--- src/rtl/qif_pkg.sv ---
// Shared widths, FSM state encoding and the saturating narrow function for the
// QIF synapse driver.
package qif_pkg;

    localparam int I_W   = 8;
    localparam int SUM_W = 9;

    typedef enum logic [1:0] {
        IDLE  = 2'd0,
        APPLY = 2'd1,
        DECAY = 2'd2
    } state_t;

    function automatic logic signed [I_W-1:0] sat8(input logic signed [SUM_W-1:0] v);
        logic signed [I_W-1:0] r;
        if (v > 9'sd127) begin
            r = 8'sd127;
        end else if (v < -9'sd128) begin
            r = -8'sd128;
        end else begin
            r = v[I_W-1:0];
        end
        return r;
    endfunction

endpackage

--- src/rtl/qif_event_fifo.sv ---
// 4-deep, 2-bit-wide spike event FIFO. Pointers carry an extra wrap bit so full
// and empty are told apart without a separate count.
module qif_event_fifo (
    input  logic       clk,
    input  logic       reset,
    input  logic       i_push,
    input  logic [1:0] i_data,
    input  logic       i_pop,
    output logic [1:0] o_data,
    output logic       o_full,
    output logic       o_empty
);

    logic [1:0] r_mem [4];
    logic [2:0] r_wr_ptr;
    logic [2:0] r_rd_ptr;
    logic       w_do_push;
    logic       w_do_pop;

    assign o_full    = (r_wr_ptr[2] != r_rd_ptr[2]) && (r_wr_ptr[1:0] == r_rd_ptr[1:0]);
    assign o_empty   = (r_wr_ptr == r_rd_ptr);
    assign w_do_push = i_push && !o_full;
    assign w_do_pop  = i_pop && !o_empty;
    assign o_data    = r_mem[r_rd_ptr[1:0]];

    always_ff @(posedge clk or posedge reset) begin
        if (reset) begin
            r_wr_ptr <= 3'd0;
            r_rd_ptr <= 3'd0;
        end else begin
            if (w_do_push) r_wr_ptr <= r_wr_ptr + 3'd1;
            if (w_do_pop)  r_rd_ptr <= r_rd_ptr + 3'd1;
        end
    end

    always_ff @(posedge clk) begin
        if (w_do_push) r_mem[r_wr_ptr[1:0]] <= i_data;
    end

endmodule

--- src/rtl/qif_synapse_driver.sv ---
// Synapse driver for the QIF neuron: queues spike events, adds per-synapse weights into a
// saturating 8-bit current, and leaks that current toward zero once per decay tick.
module qif_synapse_driver
    import qif_pkg::*;
#(
    parameter int                TICK_DIV    = 16,
    parameter int                DECAY_SHIFT = 2,
    parameter logic signed [7:0] WEIGHT_INIT = 8'sd16
) (
    input  logic       clk,
    input  logic       reset,
    input  logic       spike_valid,
    input  logic [1:0] spike_syn,
    output logic       spike_ready,
    input  logic       wr_en,
    input  logic [1:0] wr_addr,
    input  logic [7:0] wr_data,
    output logic [7:0] i_syn,
    output logic       i_syn_valid,
    output logic       sat_flag,
    output logic [1:0] o_dbg_state
);

    localparam int               CNT_W   = $clog2(TICK_DIV);
    localparam logic [CNT_W-1:0] CNT_MAX = CNT_W'(TICK_DIV - 1);

    // valid/ready: an event transfers on a rising edge where spike_valid && spike_ready;
    // spike_ready depends only on FIFO fullness, never on spike_valid or a same-cycle pop.
    logic                    w_fifo_full;
    logic                    w_fifo_empty;
    logic [1:0]              w_fifo_data;
    logic                    w_pop;
    state_t                  r_state;
    state_t                  w_state_next;
    logic [CNT_W-1:0]        r_tick_cnt;
    logic                    r_tick_pending;
    logic                    w_tick_wrap;
    logic signed [I_W-1:0]   r_weight [4];
    logic [1:0]              r_idx;
    logic signed [I_W-1:0]   r_i_syn;
    logic                    r_i_syn_valid;
    logic                    r_sat;
    logic signed [SUM_W-1:0] w_cur_ext;
    logic signed [SUM_W-1:0] w_sum;
    logic signed [SUM_W-1:0] w_mag;
    logic signed [SUM_W-1:0] w_dec;
    logic signed [I_W-1:0]   w_decayed;
    logic signed [I_W-1:0]   w_i_syn_next;
    logic                    w_sat_hit;

    assign spike_ready = !w_fifo_full;
    assign i_syn       = r_i_syn;
    assign i_syn_valid = r_i_syn_valid;
    assign sat_flag    = r_sat;
    assign o_dbg_state = r_state;

    qif_event_fifo u_fifo (
        .clk     (clk),
        .reset   (reset),
        .i_push  (spike_valid && spike_ready),
        .i_data  (spike_syn),
        .i_pop   (w_pop),
        .o_data  (w_fifo_data),
        .o_full  (w_fifo_full),
        .o_empty (w_fifo_empty)
    );

    assign w_tick_wrap = (r_tick_cnt == CNT_MAX);

    always_comb begin
        w_state_next = r_state;
        w_pop        = 1'b0;
        case (r_state)
            IDLE: begin
                if (r_tick_pending) begin
                    w_state_next = DECAY;
                end else if (!w_fifo_empty) begin
                    w_state_next = APPLY;
                    w_pop        = 1'b1;
                end
            end
            APPLY:   w_state_next = IDLE;
            DECAY:   w_state_next = IDLE;
            default: w_state_next = IDLE;
        endcase
    end

    // Magnitude is taken in 9 bits so that -128 decays like any other value.
    assign w_cur_ext = {r_i_syn[I_W-1], r_i_syn};
    assign w_sum     = w_cur_ext + {r_weight[r_idx][I_W-1], r_weight[r_idx]};
    assign w_mag     = r_i_syn[I_W-1] ? -w_cur_ext : w_cur_ext;

    always_comb begin
        w_dec = w_mag >>> DECAY_SHIFT;
        if (w_dec == '0 && w_mag != '0) w_dec = 9'sd1;
    end

    assign w_decayed = r_i_syn[I_W-1] ? (r_i_syn + w_dec[I_W-1:0]) : (r_i_syn - w_dec[I_W-1:0]);
    assign w_sat_hit = (r_state == APPLY) && ((w_sum > 9'sd127) || (w_sum < -9'sd128));

    always_comb begin
        w_i_syn_next = r_i_syn;
        case (r_state)
            APPLY:   w_i_syn_next = sat8(w_sum);
            DECAY:   w_i_syn_next = w_decayed;
            default: w_i_syn_next = r_i_syn;
        endcase
    end

    always_ff @(posedge clk or posedge reset) begin
        if (reset) begin
            r_state        <= IDLE;
            r_tick_cnt     <= '0;
            r_tick_pending <= 1'b0;
            r_idx          <= 2'd0;
            r_i_syn        <= '0;
            r_i_syn_valid  <= 1'b0;
            r_sat          <= 1'b0;
        end else begin
            r_state       <= w_state_next;
            r_tick_cnt    <= w_tick_wrap ? '0 : r_tick_cnt + CNT_W'(1);
            r_i_syn       <= w_i_syn_next;
            r_i_syn_valid <= (w_i_syn_next != r_i_syn);
            r_sat         <= r_sat | w_sat_hit;
            if (w_pop) r_idx <= w_fifo_data;
            // A wrap landing on the servicing edge re-arms rather than being lost.
            if (w_tick_wrap) begin
                r_tick_pending <= 1'b1;
            end else if (r_state == DECAY) begin
                r_tick_pending <= 1'b0;
            end
        end
    end

    always_ff @(posedge clk or posedge reset) begin
        if (reset) begin
            for (int i = 0; i < 4; i++) r_weight[i] <= WEIGHT_INIT;
        end else if (wr_en) begin
            r_weight[wr_addr] <= wr_data;
        end
    end

endmodule

--- config.mk ---
export PLATFORM = sky130hd
export DESIGN_NAME = qif_synapse_driver
export DESIGN_NICKNAME = d
export VERILOG_FILES = /design/src/rtl/qif_pkg.sv /design/src/rtl/qif_event_fifo.sv /design/src/rtl/qif_synapse_driver.sv
export SDC_FILE = /design/constraint.sdc
export NUM_CORES = 1
export LEC_CHECK = 0
export ABC_AREA = 1
export CORE_UTILIZATION = 55
export CTS_CLUSTER_DIAMETER = 40
export DETAILED_ROUTE_END_ITERATION = 8
export DONT_BUFFER_PORTS = 1
export GPL_ROUTABILITY_DRIVEN = 0
export PLACE_DENSITY = 0.7
export SLEW_MARGIN = 10
export SYNTH_ARGS = -nofsm -noshare
export SYNTH_HDL_FRONTEND = slang
export SYNTH_SLANG_ARGS = --single-unit
--- constraint.sdc ---
create_clock -name clk -period 9.7 [get_ports clk]
set_clock_uncertainty 0.05 [all_clocks]
set_input_delay 0.485 -clock clk [delete_from_list [all_inputs] [get_ports clk]]
set_output_delay 0.485 -clock clk [all_outputs]
set_load 0.005 [all_outputs]
==> flow_summary.ini <==
[run_status]
status = finished, final reports clean

[synthesis]
syn-num-nets = 595
yosys_warnings = 0
synthTopCellsByCount = nand2_1, inv_1, o21ai_0
synthTopCellsByArea = dfrtp_1, nand2_1, ha_1
synth_most_common_cell = nand2_1
yosys.area.top_type_share = 0.312
synthArstFlopShare = 0.877
synthFlopType = dfrtp_1
synth_cell_types = 43
ys_ff_latch = 65
synthCells = 550
ys_seq_area_frac = 0.393
avgSynthCellArea_um2 = 7.74
synth_area_leader_cell = dfrtp_1
synth-edff-count = 8
syn_area_mm2 = 0.00426

[floorplanning]
start_util = 0.577
dieHeight_um = 90.0
die_area_mm2 = 0.00809
core_mm2 = 0.00737
die_w_um = 90.0
ios = 29
num_rows = 31

[sta]
tightest_slew_ns = 0.723
hold_viol = 0
layout_setup_ws_ns = 5.64
min_period_ns = 4.06
fin_crit_sh = 0.419
setup_violations = 0
max_slew_margin = 0.518
totalNegativeSetupSlack_ns = 0
fmax_mhz = 246
grt_setup_unrepaired = no
slew_violations = 0

[placed_design]
post-place-ws_ns = 5.77
port-buffer-count = 0
hpwl_um = 7020
dpl_cell_area_mm2 = 0.00432

[worst_setup_path]
crit_required_ns = 9.86
worst_setup_path_end_kind = register
cpPeakStageDelay_ns = 0.48
cp_slowest_cell = dfrtp_1
crit_top_cell = nand2_1
start_kind = register
path_max_fanout = 6
critical_path_class = register to register
crit_arrival_ns = 4.22

[cts]
cts_sinks = 65
htreeDepth = 3
ctsHoldBuffers = 0
clock-root-buffer = clkbuf_8
cts_buffer_depth = 2
tritoncts = done
post_cts_resized = 0
post-cts-setup-buffers = 0
numCtsBuffers = 9
clkTransAtPathRegs_ns = 0.07
insertion_delay_ns = 0.34

[min_path]
hold_class = primary input to async pin

[grt]
grt_antenna_before_repair = 0
overflow = 0
met2_usage = 0.410
grt_max_degree = 58
grt.met3_usage = 0.0431
grt_pass1_vias = 3391
grt_busiest_layer = met2
grt_pass1_wl_um = 16200
grt_use_met1 = 0.335
track_usage = 0.252

[cells_and_area]
seqCellArea_mm2 = 0.00167
multi_input_area_mm2 = 0.00221
nNetsFinal = 595
final_layout_size_suffix_gt1_frac = 0.0991
diodes = 0
nFillCells = 656
fin_area_mm2 = 0.00454
synthToLayoutAreaGrowth_pct = 6.59
utilization = 0.615

[drt]
drc = 0
routed_wirelength_um = 9640
drtIter0Drc = 161
wl_per_cell_um = 14.7
viasPerCell = 5.53
ant_nets = 0
vias = 3616
drtPass1Iterations = 5

[run]
cap_violations = 0
[routing by layer]
layer  vias to the layer above  share of wire  routed length, um
met2                        98           0.47               4550
met5                         -              0                  0
li1                       1806              -                  -
met4                         0          0.020                194
met3                        17          0.055                533
met1                      1695           0.45               4370
[registers in the layout, summed over array words and instances (netlist names)]
signal	count
r_weight	32
i_syn	8
u_fifo.r_mem	8
r_tick_cnt	4
u_fifo.r_rd_ptr	3
u_fifo.r_wr_ptr	3
o_dbg_state	2
r_idx	2
i_syn_valid	1
r_tick_pending	1
sat_flag	1
[kinds of logic (layout without fill, tap and decap cells)]
group	after synthesis	in the layout	share of synthesized area
XOR/XNOR	13	13	0.0268
AO/OA/AOI/OAI	99	99	0.132
flip-flops	65	65	0.393
multiplexers	1	1	0.00265
AND/OR/NAND/NOR	250	250	0.269
buffers and inverters	93	98	0.0873
adder cells (fa/ha/maj)	29	29	0.0888
[area by class of cell]
class | instances | area share
sequential | 65 | 0.369
tap | 99 | 0.0273
timing repair buffer | 1 | 0.00166
clock inverter | 3 | 0.0143
multi-input combinational | 392 | 0.488
inverter | 81 | 0.0676
clock buffer | 13 | 0.0328
[cells in the final DEF (no fill, tap or decap), types with 2 or more instances in the layout]
cell type / n
nand2_1: 125
inv_1: 74
o21ai_0: 58
dfrtp_1: 53
nor2_1: 44
nand3_1: 43
ha_1: 27
a21oi_1: 14
nand2_2: 11
nand4_1: 10
clkbuf_8: 10
xor2_1: 9
nand3_2: 8
o22ai_1: 8
edfxtp_1: 8
inv_2: 5
xnor2_1: 4
dfstp_2: 4
a21oi_2: 3
a31oi_1: 3
a22oi_1: 3
clkbuf_1: 3
o32ai_1: 2
nor2_2: 2
nand2_4: 2
o21a_1: 2
fa_1: 2
bufinv_16: 2
[through the flow]
| step | std cells | hold WS (ns) |
|---|---|---|
| 2_1_floorplan | 550 | 0.398 |
| 3_3_place_gp | 638 | 0.412 |
| 3_5_place_dp | 638 | 0.418 |
| 4_1_cts | 654 | 0.170 |
| 5_1_grt | 654 | 0.169 |
| 6_report | 654 | 0.173 |
[worst paths after layout]
kind,startpoint,end,slack (ns),cells past startpoint
max,i_syn[1],i_syn_valid,5.64,25
min,reset,u_fifo.r_wr_ptr[0],0.17,2
max reg2reg,i_syn[1],i_syn_valid,5.64,25
min reg2reg,r_weight[19],r_weight[19],0.43,2
max in group asynchronous,reset,r_weight[3],8.94,2
min in group clk,spike_syn[0],u_fifo.r_mem[0][0],0.19,0
[worst max-delay path: cells and delay by family (launching register included)]
| kind | cells | cell delay, ns |
|---|---|---|
| AND/OR/NAND/NOR | 15 | 1.51 |
| flip-flops | 1 | 0.48 |
| adder cells (fa/ha/maj) | 3 | 0.72 |
| AO/OA/AOI/OAI | 3 | 0.51 |
| XOR/XNOR | 1 | 0.24 |
| buffers and inverters | 3 | 0.40 |
Power is not shown: default switching activity piles up to over one toggle a cycle in this logic, so the estimate is an artifact.
